$ cat src/rtl/vga_buffer_reader_pkg.sv
// Shared VGA timing constants and types for the frame-buffer reader and the
// capture side that fills the same buffer.
package vga_buffer_reader_pkg;

  // 640x480 @ 60 Hz, 25 MHz pixel clock
  localparam int VGA_H_ACTIVE = 640;
  localparam int VGA_H_FP     = 16;
  localparam int VGA_H_SYNC   = 96;
  localparam int VGA_H_BP     = 48;
  localparam int VGA_H_TOTAL  = VGA_H_ACTIVE + VGA_H_FP + VGA_H_SYNC + VGA_H_BP;

  localparam int VGA_V_ACTIVE = 480;
  localparam int VGA_V_FP     = 10;
  localparam int VGA_V_SYNC   = 2;
  localparam int VGA_V_BP     = 33;
  localparam int VGA_V_TOTAL  = VGA_V_ACTIVE + VGA_V_FP + VGA_V_SYNC + VGA_V_BP;

  localparam int VGA_FRAME_PIXELS = VGA_H_ACTIVE * VGA_V_ACTIVE;
  localparam int VGA_RD_LAT       = 1;

  localparam int FB_ADDR_W = 19;
  localparam int CNT_W     = 10;

  typedef logic [FB_ADDR_W-1:0] fb_addr_t;
  typedef logic [11:0]          rgb_t;
  typedef logic [CNT_W-1:0]     cnt_t;

  // Per-pixel control flags that travel alongside the data path
  typedef struct packed {
    logic hsync_n;
    logic vsync_n;
    logic origin;
  } vga_sync_t;

  localparam vga_sync_t SYNC_BLANK = '{hsync_n: 1'b1, vsync_n: 1'b1, origin: 1'b0};

endpackage

$ cat src/rtl/vga_buffer_reader_if.sv
// Frame-buffer read port: address and read strobe out, pixel data back.
interface vga_buffer_reader_if;
  import vga_buffer_reader_pkg::*;

  fb_addr_t buff_addr;
  logic     buff_rd;
  rgb_t     buff_din;

  modport master (output buff_addr, output buff_rd, input buff_din);
  modport slave  (input buff_addr, input buff_rd, output buff_din);
endinterface

$ cat src/rtl/vga_buffer_reader_timing_gen.sv
// Raster counters and the raw (undelayed) sync, active and frame-origin flags.
module vga_timing_gen
  import vga_buffer_reader_pkg::*;
#(
  parameter int H_ACTIVE = VGA_H_ACTIVE,
  parameter int H_FP     = VGA_H_FP,
  parameter int H_SYNC   = VGA_H_SYNC,
  parameter int H_BP     = VGA_H_BP,
  parameter int V_ACTIVE = VGA_V_ACTIVE,
  parameter int V_FP     = VGA_V_FP,
  parameter int V_SYNC   = VGA_V_SYNC,
  parameter int V_BP     = VGA_V_BP
) (
  input  logic      pclk,
  input  logic      rst,
  output vga_sync_t sync_o,
  output logic      active_o,
  output logic      v_blank_o
);

  localparam int H_TOTAL = H_ACTIVE + H_FP + H_SYNC + H_BP;
  localparam int V_TOTAL = V_ACTIVE + V_FP + V_SYNC + V_BP;

  localparam cnt_t H_LAST    = cnt_t'(H_TOTAL - 1);
  localparam cnt_t V_LAST    = cnt_t'(V_TOTAL - 1);
  localparam cnt_t H_ACT_C   = cnt_t'(H_ACTIVE);
  localparam cnt_t V_ACT_C   = cnt_t'(V_ACTIVE);
  localparam cnt_t H_SYNC_LO = cnt_t'(H_ACTIVE + H_FP);
  localparam cnt_t H_SYNC_HI = cnt_t'(H_ACTIVE + H_FP + H_SYNC);
  localparam cnt_t V_SYNC_LO = cnt_t'(V_ACTIVE + V_FP);
  localparam cnt_t V_SYNC_HI = cnt_t'(V_ACTIVE + V_FP + V_SYNC);

  cnt_t h_cnt_q, h_cnt_d;
  cnt_t v_cnt_q, v_cnt_d;

  // Next raster position; line and frame wrap land on the same edge
  always_comb begin
    // NOTE: every output of a combinational block gets a default first, so no path can leave it unassigned and infer a latch.
    h_cnt_d = h_cnt_q + cnt_t'(1);
    v_cnt_d = v_cnt_q;
    if (h_cnt_q == H_LAST) begin
      h_cnt_d = '0;
      v_cnt_d = (v_cnt_q == V_LAST) ? '0 : v_cnt_q + cnt_t'(1);
    end
  end

  // Counter registers
  always_ff @(posedge pclk) begin
    // NOTE: state registers use non-blocking assignments so every flop samples pre-edge values regardless of block order.
    if (rst) begin
      h_cnt_q <= '0;
      v_cnt_q <= '0;
    end else begin
      h_cnt_q <= h_cnt_d;
      v_cnt_q <= v_cnt_d;
    end
  end

  assign active_o       = (h_cnt_q < H_ACT_C) && (v_cnt_q < V_ACT_C);
  assign v_blank_o      = (v_cnt_q >= V_ACT_C);
  assign sync_o.hsync_n = !((h_cnt_q >= H_SYNC_LO) && (h_cnt_q < H_SYNC_HI));
  assign sync_o.vsync_n = !((v_cnt_q >= V_SYNC_LO) && (v_cnt_q < V_SYNC_HI));
  assign sync_o.origin  = (h_cnt_q == '0) && (v_cnt_q == '0);

endmodule

$ cat src/rtl/vga_buffer_reader.sv
// Reads the frame buffer in raster order and drives the VGA pins, with sync,
// blanking and frame_start aligned to the buffer read latency.
module vga_buffer_reader
  import vga_buffer_reader_pkg::*;
#(
  parameter int H_ACTIVE = VGA_H_ACTIVE,
  parameter int H_FP     = VGA_H_FP,
  parameter int H_SYNC   = VGA_H_SYNC,
  parameter int H_BP     = VGA_H_BP,
  parameter int V_ACTIVE = VGA_V_ACTIVE,
  parameter int V_FP     = VGA_V_FP,
  parameter int V_SYNC   = VGA_V_SYNC,
  parameter int V_BP     = VGA_V_BP,
  parameter int RD_LAT   = VGA_RD_LAT
) (
  input  logic                pclk,
  input  logic                rst,
  vga_buffer_reader_if.master fb,
  output logic [3:0]          vga_r,
  output logic [3:0]          vga_g,
  output logic [3:0]          vga_b,
  output logic                vga_hs,
  output logic                vga_vs,
  output logic                frame_start
);

  // Counters-to-pins latency: address stage, RD_LAT of buffer, output stage
  localparam int DEPTH = RD_LAT + 2;

  vga_sync_t sync_raw;
  logic      active_raw;
  logic      v_blank_raw;

  vga_timing_gen #(
    .H_ACTIVE(H_ACTIVE), .H_FP(H_FP), .H_SYNC(H_SYNC), .H_BP(H_BP),
    .V_ACTIVE(V_ACTIVE), .V_FP(V_FP), .V_SYNC(V_SYNC), .V_BP(V_BP)
  ) u_timing (
    .pclk      (pclk),
    .rst       (rst),
    .sync_o    (sync_raw),
    .active_o  (active_raw),
    .v_blank_o (v_blank_raw)
  );

  fb_addr_t        addr_q, addr_d;
  fb_addr_t        next_q, next_d;      // address of the next active pixel
  logic [RD_LAT:0] act_dly_q;           // bit 0 doubles as the read strobe
  vga_sync_t       sync_dly_q [DEPTH];
  rgb_t            rgb_q;

  // Address generation: advance on active pixels, hold in blanking, rewind in vertical blanking
  always_comb begin
    addr_d = addr_q;
    next_d = next_q;
    if (v_blank_raw) begin
      addr_d = '0;
      next_d = '0;
    end else if (active_raw) begin
      addr_d = next_q;
      next_d = next_q + fb_addr_t'(1);
    end
  end

  // Stage 1 registers and the active-flag delay that gates the pixel data
  always_ff @(posedge pclk) begin
    if (rst) begin
      addr_q    <= '0;
      next_q    <= '0;
      act_dly_q <= '0;
    end else begin
      addr_q    <= addr_d;
      next_q    <= next_d;
      act_dly_q <= {act_dly_q[RD_LAT-1:0], active_raw};
    end
  end

  // Sync/origin delay line matched to the full data path
  always_ff @(posedge pclk) begin
    // NOTE: this is a short shift register, not a RAM, so every stage is reset to the blanking value; a partially flushed line must never reach the pins.
    if (rst) begin
      for (int i = 0; i < DEPTH; i++) sync_dly_q[i] <= SYNC_BLANK;
    end else begin
      sync_dly_q[0] <= sync_raw;
      for (int i = 1; i < DEPTH; i++) sync_dly_q[i] <= sync_dly_q[i-1];
    end
  end

  // Buffer data is sampled and blanked in the pin register itself, which keeps
  // the data path at exactly RD_LAT+2 cycles from the counters
  always_ff @(posedge pclk) begin
    if (rst) begin
      rgb_q <= '0;
    end else begin
      rgb_q <= act_dly_q[RD_LAT] ? fb.buff_din : '0;
    end
  end

  assign fb.buff_addr = addr_q;
  assign fb.buff_rd   = act_dly_q[0];

  assign vga_r       = rgb_q[11:8];
  assign vga_g       = rgb_q[7:4];
  assign vga_b       = rgb_q[3:0];
  assign vga_hs      = sync_dly_q[DEPTH-1].hsync_n;
  assign vga_vs      = sync_dly_q[DEPTH-1].vsync_n;
  assign frame_start = sync_dly_q[DEPTH-1].origin;

endmodule

$ cat src/flat_wrapper.sv
// flat-port wrapper written by rule: the top's interface ports become plain ports
module vga_buffer_reader_flat import vga_buffer_reader_pkg::*;
#(
  parameter int H_ACTIVE = VGA_H_ACTIVE,
  parameter int H_FP     = VGA_H_FP,
  parameter int H_SYNC   = VGA_H_SYNC,
  parameter int H_BP     = VGA_H_BP,
  parameter int V_ACTIVE = VGA_V_ACTIVE,
  parameter int V_FP     = VGA_V_FP,
  parameter int V_SYNC   = VGA_V_SYNC,
  parameter int V_BP     = VGA_V_BP,
  parameter int RD_LAT   = VGA_RD_LAT
)
  (pclk, rst, vga_r, vga_g, vga_b, vga_hs, vga_vs, frame_start, fb_buff_addr, fb_buff_rd, fb_buff_din);
  vga_buffer_reader_if fb_i ();
  input  logic pclk;
  input  logic rst;
  output logic [3:0] vga_r;
  output logic [3:0] vga_g;
  output logic [3:0] vga_b;
  output logic vga_hs;
  output logic vga_vs;
  output logic frame_start;
  output wire logic [$bits(fb_i.buff_addr)-1:0] fb_buff_addr;
  output wire logic [$bits(fb_i.buff_rd)-1:0] fb_buff_rd;
  input wire logic [$bits(fb_i.buff_din)-1:0] fb_buff_din;
  assign fb_buff_addr = fb_i.buff_addr;
  assign fb_buff_rd = fb_i.buff_rd;
  assign fb_i.buff_din = fb_buff_din;
  vga_buffer_reader #(.H_ACTIVE(H_ACTIVE), .H_FP(H_FP), .H_SYNC(H_SYNC), .H_BP(H_BP), .V_ACTIVE(V_ACTIVE), .V_FP(V_FP), .V_SYNC(V_SYNC), .V_BP(V_BP), .RD_LAT(RD_LAT)) u_core (.pclk(pclk), .rst(rst), .fb(fb_i), .vga_r(vga_r), .vga_g(vga_g), .vga_b(vga_b), .vga_hs(vga_hs), .vga_vs(vga_vs), .frame_start(frame_start));
endmodule
$ cat config.mk
export PLATFORM = sky130hd
export DESIGN_NAME = vga_buffer_reader_flat
export DESIGN_NICKNAME = d
export VERILOG_FILES = /design/src/rtl/vga_buffer_reader_pkg.sv /design/src/rtl/vga_buffer_reader_if.sv /design/src/rtl/vga_buffer_reader_timing_gen.sv /design/src/rtl/vga_buffer_reader.sv /design/src/flat_wrapper.sv
export SDC_FILE = /design/constraint.sdc
export NUM_CORES = 1
export LEC_CHECK = 0
export CAP_MARGIN = 25
export CELL_PAD_IN_SITES_DETAIL_PLACEMENT = 0
export CELL_PAD_IN_SITES_GLOBAL_PLACEMENT = 1
export CORE_UTILIZATION = 41
export DETAILED_ROUTE_END_ITERATION = 7
export HOLD_SLACK_MARGIN = 0.05
export MAX_ROUTING_LAYER = met4
export PLACE_DENSITY_LB_ADDON = 0.1
export SYNTH_ARGS = -nofsm -noshare
export SYNTH_HDL_FRONTEND = slang
export SYNTH_HIERARCHICAL = 1
export SYNTH_SLANG_ARGS = --single-unit
$ cat constraint.sdc
create_clock -name pclk -period 3.1 [get_ports pclk]
set_input_delay 0.93 -clock pclk [delete_from_list [all_inputs] [get_ports pclk]]
set_output_delay 0.93 -clock pclk [all_outputs]
set_load 0.05 [all_outputs]
==> results of run 1 <==
==> metrics by stage <==
step	hold WS (ps)	power [mW]	utilization (%)	instance area [um2]
after detailed placement	393	1.20	51.3	3800
after global routing	421	1.93	53.5	3960
after CTS	415	1.87	53.5	3960
after global placement	392	1.20	51.3	3800
final	410	1.84	53.5	3960
after floorplan	389	1.16	-	3210
==> cell type report <==
cell class,count,area share (%)
inverters,11,1.04
multi-input cells,237,37.7
repair buffers,53,13.1
flip-flops and latches,81,40.9
clock inverters,3,0.442
clock buffers,12,3.66
well taps,99,3.13
==> layer usage <==
| metal | vias to the layer above | part of all wire (%) |
|---|---|---|
| li1 | 1269 | - |
| met1 | 1091 | 56 |
| met2 | 54 | 39 |
| met3 | 9 | 3.5 |
| met4 | 0 | 1.7 |
| met5 | - | 0 |
==> power by group <==
part           internal [mW]  switching [mW]
sequential              1.06          0.0120
combinational         0.0463          0.0589
clock                  0.307           0.361
==> worst max-delay path: cells and delay by family (launching register included) <==
kind,cells,cell delay (ps)
flops,1,360
simple gates,6,1880
compound gates,1,150
==> kinds of logic (layout without fill, tap and decap cells) <==
kind of cell / count (synthesis) / after routing / share of synthesized area [%]
AOI/OAI and AO/OA: 32 / 32 / 5.77
xor gates and xnor gates: 22 / 22 / 6.00
adders and majority gates: 5 / 5 / 1.95
buffers and inverters: 24 / 79 / 3.00
DFF: 81 / 81 / 50.5
muxes: 21 / 21 / 6.55
and+or+nand+nor: 157 / 157 / 26.2
==> flip-flops by register name, indices dropped and copies added, names as in the netlist <==
name	cells
u_core/sync_dly_q	9
u_core/u_timing/v_cnt_q	10
u_core/rgb_q	12
u_core/u_timing/h_cnt_q	10
u_core/fb.buff_addr	19
u_core/act_dly_q	2
u_core/next_q	19
==> worst paths after layout <==
kind,end,slack (ps),cells after the start
worst max-delay path,u_core/next_q[18],640,7
worst min-delay path,u_core/sync_dly_q[0][5],410,1
worst max register to register,u_core/next_q[18],640,7
worst min register to register,u_core/sync_dly_q[0][5],410,1
==> cell usage in the layout, fill, tap and decap left out, drive strengths merged, types with 11 or more instances in the layout <==
| cell type | instances |
|---|---|
| inv | 11 |
| nand2 | 16 |
| xnor2 | 12 |
| dfxtp | 81 |
| nand3 | 13 |
| a21oi | 14 |
| clkbuf | 12 |
| nor2 | 52 |
| mux2i | 21 |
| and2 | 12 |
| clkdlybuf4s50 | 48 |
==> summary.txt, run 1 <==
Run status - complete, no violations
CTS Buf Count - 9
Clk slew on worst S/H paths - 80 ps
Final Setup Violations - 0
TritonCTS clock tree - done
Critical path type - register to register
CTS Sinks - 81
IO Count - 49
Buffer depth of the longest clock path - 2
Tmin final - 2460 ps
# nets final - 412
Ys Warns - 6
Layout cells sized above 1 - 7.56%
Pre-CTS setup slack - 652 ps
Seq/Total Area, Yosys - 50.5%
Placer congestion estimate - 0.811
RSZ-0062 raised after global routing - no
GRT Util Overall - 16.3%
Post-synthesis cell area - 0.00321 mm2
Vias in the first global route - 2,213
PD cells - 465 mW/mm2
Drt first-iter violations - 86
Post-synth EDFFs - 0
Mean post-synth cell area - 9.39 um2
Synth area leader - dfxtp_1
Max Slew Vio Count - 0
Met2 GRT Util - 21.4%
Routed WL per cell - 12.2 um
Filler cells - 742
Synth top area cells - dfxtp_1, mux2i_1, nor2_1
Vias per cell - 4.89
Synth async-reset ratio - 0%
Number of diodes - 0
CP max FO - 7
Cells after Synth - 342
Die extent in y - 90.5 um
Worst vdd ir - 204 uV
Required @ worst endpoint - 3370 ps
Post-route ant nets - 0
Worst setup EP type - register
Total wire length - 6050 um
CP cell instances - and4_1 -> or2_2 -> nor2_2 -> nand4_1 -> or4_4 -> or3_1 -> a21oi_1
Top-area cell type share of the netlist area - 50.5%
Max incr delay on CP - 610 ps
Worst-Skew Late Latency - 340 ps
Clock Skews - 10.3 ps
Total core area - 0.00741 mm2
Largest net degree at the start of global routing - 28
DIE AREA - 0.00819 mm2
Starting density of the core - 43.3%
Area of the multi-input gates - 0.00150 mm2
#FFs+latches synth - 81
Worst Max-Slew Pin Slew - 561 ps
Max_slew headroom - 62.3%
Fmax - 406 MHz
Global route total overflow - 0
Pre-Repair DR Iteration Count - 4
Non-Filler Instances - 496
Global routing met1 resource utilization - 23.2%
Placed Cells - 481
Fin Setup TNS - 0 ps
Residual DRC - 0
RR Startpoint - u_core/u_timing/v_cnt_q[6]
Hold_buf cts - 0
Grt peak-use layer - met1
Initial antenna violation count - 0
Startpoint class of the critical path - register
Leak - 1.56 nW
Final Hold Viols - 0
Crit share post-route - 79.4%
H-tree depth - 3
Worst min path class - register to register
Port bufs - 48
Die Wd - 90.5 um
First-pass GRT wire length - 10,500 um
Final WS setup - 638 ps
Slowest stage cell, crit path - or4_4
Met3 usage - 3.45%
Ys flop type - dfxtp_1
Most frequent cells after synthesis - dfxtp_1, nor2_1, mux2i_1
Reg area - 0.00162 mm2
Final HPWL DP - 4070 um
Setup crit start - u_core/u_timing/v_cnt_q[6]
Count leader, synth - dfxtp_1
Syn Nets - 361
Launch point of the worst hold path - u_core/sync_dly_q[0][2]
Root Buffer - clkbuf_8
Post-CTS Setup Bufs - 0
Area grow syn2layout - 23.4%
Crit path DAT - 2730 ps
Synth unique cells - 44
Max-cap violations - 0
Vias - 2,423
Row cnt - 31
CTS resizes - 0
Note: power is estimated with default switching activity, not from simulation.
==> inputs of run 2 (changes only) <==
- clock period: 3.1 -> 2.5 ns (I/O delays scaled with it)
==> run 2 against run 1 <==
Net effect: maximum frequency increased by 6.6%; critical path depth is the same; register-to-register slack got worse by 450 ps; clock skew down 4.1 ps; worst hold slack improved by 0.80 ps; cell area grew 1.8%; flip-flop and latch count stayed put; final cell count increased by 0.81%; critical path type unchanged; largest cell class unchanged; highest routed layer unchanged.
==> summary.txt, run 2 (synthesized netlist as in run 1, its figures left out) <==
Worst min path class - register to register
Clk slew on worst S/H paths - 80 ps
Buffer depth of the longest clock path - 2
Area of the multi-input gates - 0.00150 mm2
Reg area - 0.00162 mm2
Drt first-iter violations - 170
Worst Max-Slew Pin Slew - 610 ps
Filler cells - 711
Starting density of the core - 43.3%
Commonest non-fill, non-tap cells in the layout - dfxtp_1, nor2_1, clkdlybuf4s50_1
TritonCTS clock tree - done
Startpoint class of the critical path - register
Post-CTS Setup Bufs - 0
# nets final - 415
First-pass GRT wire length - 11,100 um
Initial antenna violation count - 0
Global route total overflow - 0
Vias per cell - 4.94
Final Core Density - 54.5%
DIE AREA - 0.00819 mm2
Max_slew headroom - 59.0%
PD cells - 603 mW/mm2
Total wire length - 6210 um
IO Count - 49
Worst setup EP type - register
Die extent in y - 90.5 um
Logic pwr share - 5.5%
RSZ-0062 raised after global routing - no
Largest net degree at the start of global routing - 28
H-tree depth - 3
Required @ worst endpoint - 2780 ps
Root Buffer - clkbuf_8
Net load switching power - 0.548 mW
Max-cap violations - 0
Worst-Skew Late Latency - 340 ps
Final Hold Viols - 0
Critical path type - register to register
Crit share post-route - 92.4%
Final Setup Violations - 0
Worst path buffer plus inverter count - 0
Pre-Repair DR Iteration Count - 4
Port bufs - 48
Die Wd - 90.5 um
Post-route ant nets - 0
Flop pwr share - 54.4%
Clock network power share - 40.1%
Most common cell after layout, fill and taps aside - dfxtp_1
Placer congestion estimate - 0.794
CTS Buf Count - 9
Vias in the first global route - 2,400
Crit-path leading delay family - simple AND/OR/NAND/NOR gates
Area grow syn2layout - 25.7%
Fin Setup TNS - 0 ps
Max Slew Vio Count - 0
Clock Skews - 6.19 ps
GRT Util Overall - 16.9%
Row cnt - 31
Number of diodes - 0
Final HPWL DP - 4270 um
Vias - 2,471
Residual DRC - 0
Fmax - 433 MHz
Routed WL per cell - 12.4 um
Layout cells sized above 1 - 8.98%
CP cell instances - and4_1 -> or2_2 -> nor2_2 -> nand4_1 -> or4_4 -> or3_1 -> a21oi_1
Run status - complete, no violations
Tmin final - 2310 ps
Net Sw Frac - 22.5%
Crit path DAT - 2590 ps
Total core area - 0.00741 mm2
Pre-CTS setup slack - 212 ps
Worst vdd ir - 345 uV
Max incr delay on CP - 570 ps
Leak - 1.59 nW
Pint - 1.89 mW
CTS Sinks - 81
Slowest stage cell, crit path - or4_4
CP max FO - 7
Final WS setup - 190 ps
==> run 2: cell types whose count changed in the layout (fill, tap and decap cells not counted), sizes merged <==
| cell | delta |
|---|---|
| bufinv | +1 |
| buf | +3 |
==> run 2: what timing repair did <==
item | 4_1_cts | 5_1_grt
hold buffers | 0 | 0
resized for setup | 0 | 1
endpoints found under the setup margin | 0 | 1
==> run 2: layout make-up <==
cell class                 instances  area share (%)
sequential                        81            40.2
clock inverter                     4            1.27
clock buffer                      12            3.84
tap                               99            3.07
timing repair buffer              56            13.4
inverter                          11            1.02
multi-input combinational        237            37.2
==> run 2: power by group through the flow <==
stage / sequential [mW] / clock, mW / combinational, mW
after floorplan: 1.39 / 0 / 0.0473
after global placement: 1.36 / 0 / 0.135
after detailed placement: 1.36 / 0 / 0.135
after CTS: 1.33 / 1.01 / 0.136
after global routing: 1.33 / 1.07 / 0.144
final: 1.32 / 0.975 / 0.134
==> run 2: stage by stage <==
step / cells / power, mW / hold WS, ps / cell area [um2]
after global routing: 500 / 2.54 / 425 / 4040
after global placement: 484 / 1.49 / 393 / 3820
after detailed placement: 484 / 1.49 / 394 / 3820
final: 500 / 2.43 / 411 / 4040
after CTS: 500 / 2.47 / 414 / 4030
after floorplan: 342 / 1.43 / 389 / 3210
==> run 2: per-layer routing <==
layer	track usage (%)	part of all wire, %	up-vias
li1	-	-	1275
met1	22.9	53	1118
met2	24.6	41	73
met3	3.11	4.7	5
met4	6.85	0.77	0
met5	-	0	-
==> run 2: path summary, 6_finish.rpt <==
check	start	to	slack, ps	depth (start not counted)
worst max register to register	u_core/u_timing/v_cnt_q[6]	u_core/next_q[18]	190	7
worst max-delay path	u_core/u_timing/v_cnt_q[6]	u_core/next_q[18]	190	7
worst min-delay path	u_core/sync_dly_q[0][5]	u_core/sync_dly_q[0][8]	410	1
worst min register to register	u_core/sync_dly_q[0][5]	u_core/sync_dly_q[0][8]	410	1
==> inputs of run 3 (changes only) <==
- CORE_MARGIN: unset -> 10
==> run 3 against run 2 <==
Net effect: flip-flop and latch count is the same; register-to-register slack improved by 20 ps; cell area increased by 0.65%; critical path type unchanged; sequential power about the same; largest power group unchanged; largest cell class unchanged; clock skew rose by 5.1 ps; final cell count increased by 1.0%; clock power up 7%.
==> summary.txt, run 3 (synthesized netlist as in run 1, its figures left out) <==
Run status - complete, no violations
Row cnt - 32
Non-Filler Instances - 505
Vias per cell - 4.93
Max incr delay on CP - 580 ps
Fin Setup TNS - 0 ps
Placer congestion estimate - 0.764
Max-cap violations - 0
IO Count - 49
Pre-Repair DR Iteration Count - 4
Hold_buf cts - 0
Critical path type - register to register
Drt first-iter violations - 102
Global route total overflow - 0
Pre-CTS setup slack - 234 ps
Vias - 2,492
Initial antenna violation count - 0
Die extent in y - 108 um
Total core area - 0.00769 mm2
Post-CTS Setup Bufs - 0
Clock Skews - 11.3 ps
Most common cell after layout, fill and taps aside - dfxtp_1
Post-route ant nets - 0
Max Slew Vio Count - 0
Worst-Skew Late Latency - 340 ps
Area grow syn2layout - 26.5%
Layout cells sized above 1 - 9.18%
DIE AREA - 0.0118 mm2
TritonCTS clock tree - done
GRT Util Overall - 12.0%
Die Wd - 108 um
Residual DRC - 0
CP cell instances - and4_1 -> or2_2 -> nor2_2 -> nand4_1 -> or4_4 -> or3_1 -> a21oi_1
Worst min path class - register to register
Final Instance Area - 0.00406 mm2
Final Core Density - 52.8%
# nets final - 417
Worst vdd ir - 281 uV
Final Hold Viols - 0
Crit share post-route - 91.8%
Routed WL per cell - 13.2 um
Port bufs - 48
Placed Cells - 489
Number of diodes - 0
Worst Max-Slew Pin Slew - 604 ps
Tmin final - 2290 ps
Clk slew on worst S/H paths - 90 ps
Final Setup Violations - 0
Required @ worst endpoint - 2770 ps
Slowest stage cell, crit path - or4_4
Root Buffer - clkbuf_8
Crit-path leading delay family - simple AND/OR/NAND/NOR gates
Crit path DAT - 2560 ps
Final HPWL DP - 4780 um
Commonest non-fill, non-tap cells in the layout - dfxtp_1, nor2_1, clkdlybuf4s50_1
CP max FO - 5
Placed inst area - 0.00384 mm2
Startpoint class of the critical path - register
CTS Buf Count - 9
Final WS setup - 206 ps
Vias in the first global route - 2,323
Worst setup EP type - register
Leak - 1.61 nW
Largest net degree at the start of global routing - 28
Starting density of the core - 41.8%
Final total power - 2.50 mW
PD cells - 616 mW/mm2
Worst Hold Slack - 412 ps
Max_slew headroom - 59.4%
CTS Sinks - 81
Fmax - 436 MHz
H-tree depth - 3
Worst path buffer plus inverter count - 0
RSZ-0062 raised after global routing - no
Total wire length - 6660 um
CTS resizes - 0
First-pass GRT wire length - 11,100 um
Buffer depth of the longest clock path - 2
==> run 3: changes by cell type in the layout (fill, tap and decap cells not counted), sizes merged <==
cell / delta
buf: +2
clkinv: +1
clkinvlp: -1
bufinv: +1
clkbuf: -1
==> run 3: area by class of cell <==
cell class	instances	area, um2
fill	736	3630
clock buffer	11	141
clock inverter	5	78.8
multi-input combinational	237	1500
inverter	11	41.3
tap	102	128
sequential	81	1620
timing repair buffer	58	556
==> run 3: worst paths after layout <==
check	start	to	slack, ps	cells after the start
min	u_core/sync_dly_q[0][4]	u_core/sync_dly_q[0][7]	410	1
max	u_core/u_timing/v_cnt_q[8]	u_core/next_q[18]	210	7
max reg2reg	u_core/u_timing/v_cnt_q[8]	u_core/next_q[18]	210	7
min reg2reg	u_core/sync_dly_q[0][4]	u_core/sync_dly_q[0][7]	410	1
==> run 3: metal layers <==
metal,routed length (um),track usage [%]
met1,3480,15.6
met2,2740,16.6
met3,392,3.51
met4,48,5.46
met5,0,-
==> run 3: power breakdown <==
group | internal (mW) | total, mW | leakage, nW | switching, mW
Clock | 0.589 | 1.04 | 0.113 | 0.455
Sequential | 1.31 | 1.32 | 0.656 | 0.0146
Combinational | 0.0596 | 0.135 | 0.843 | 0.0750
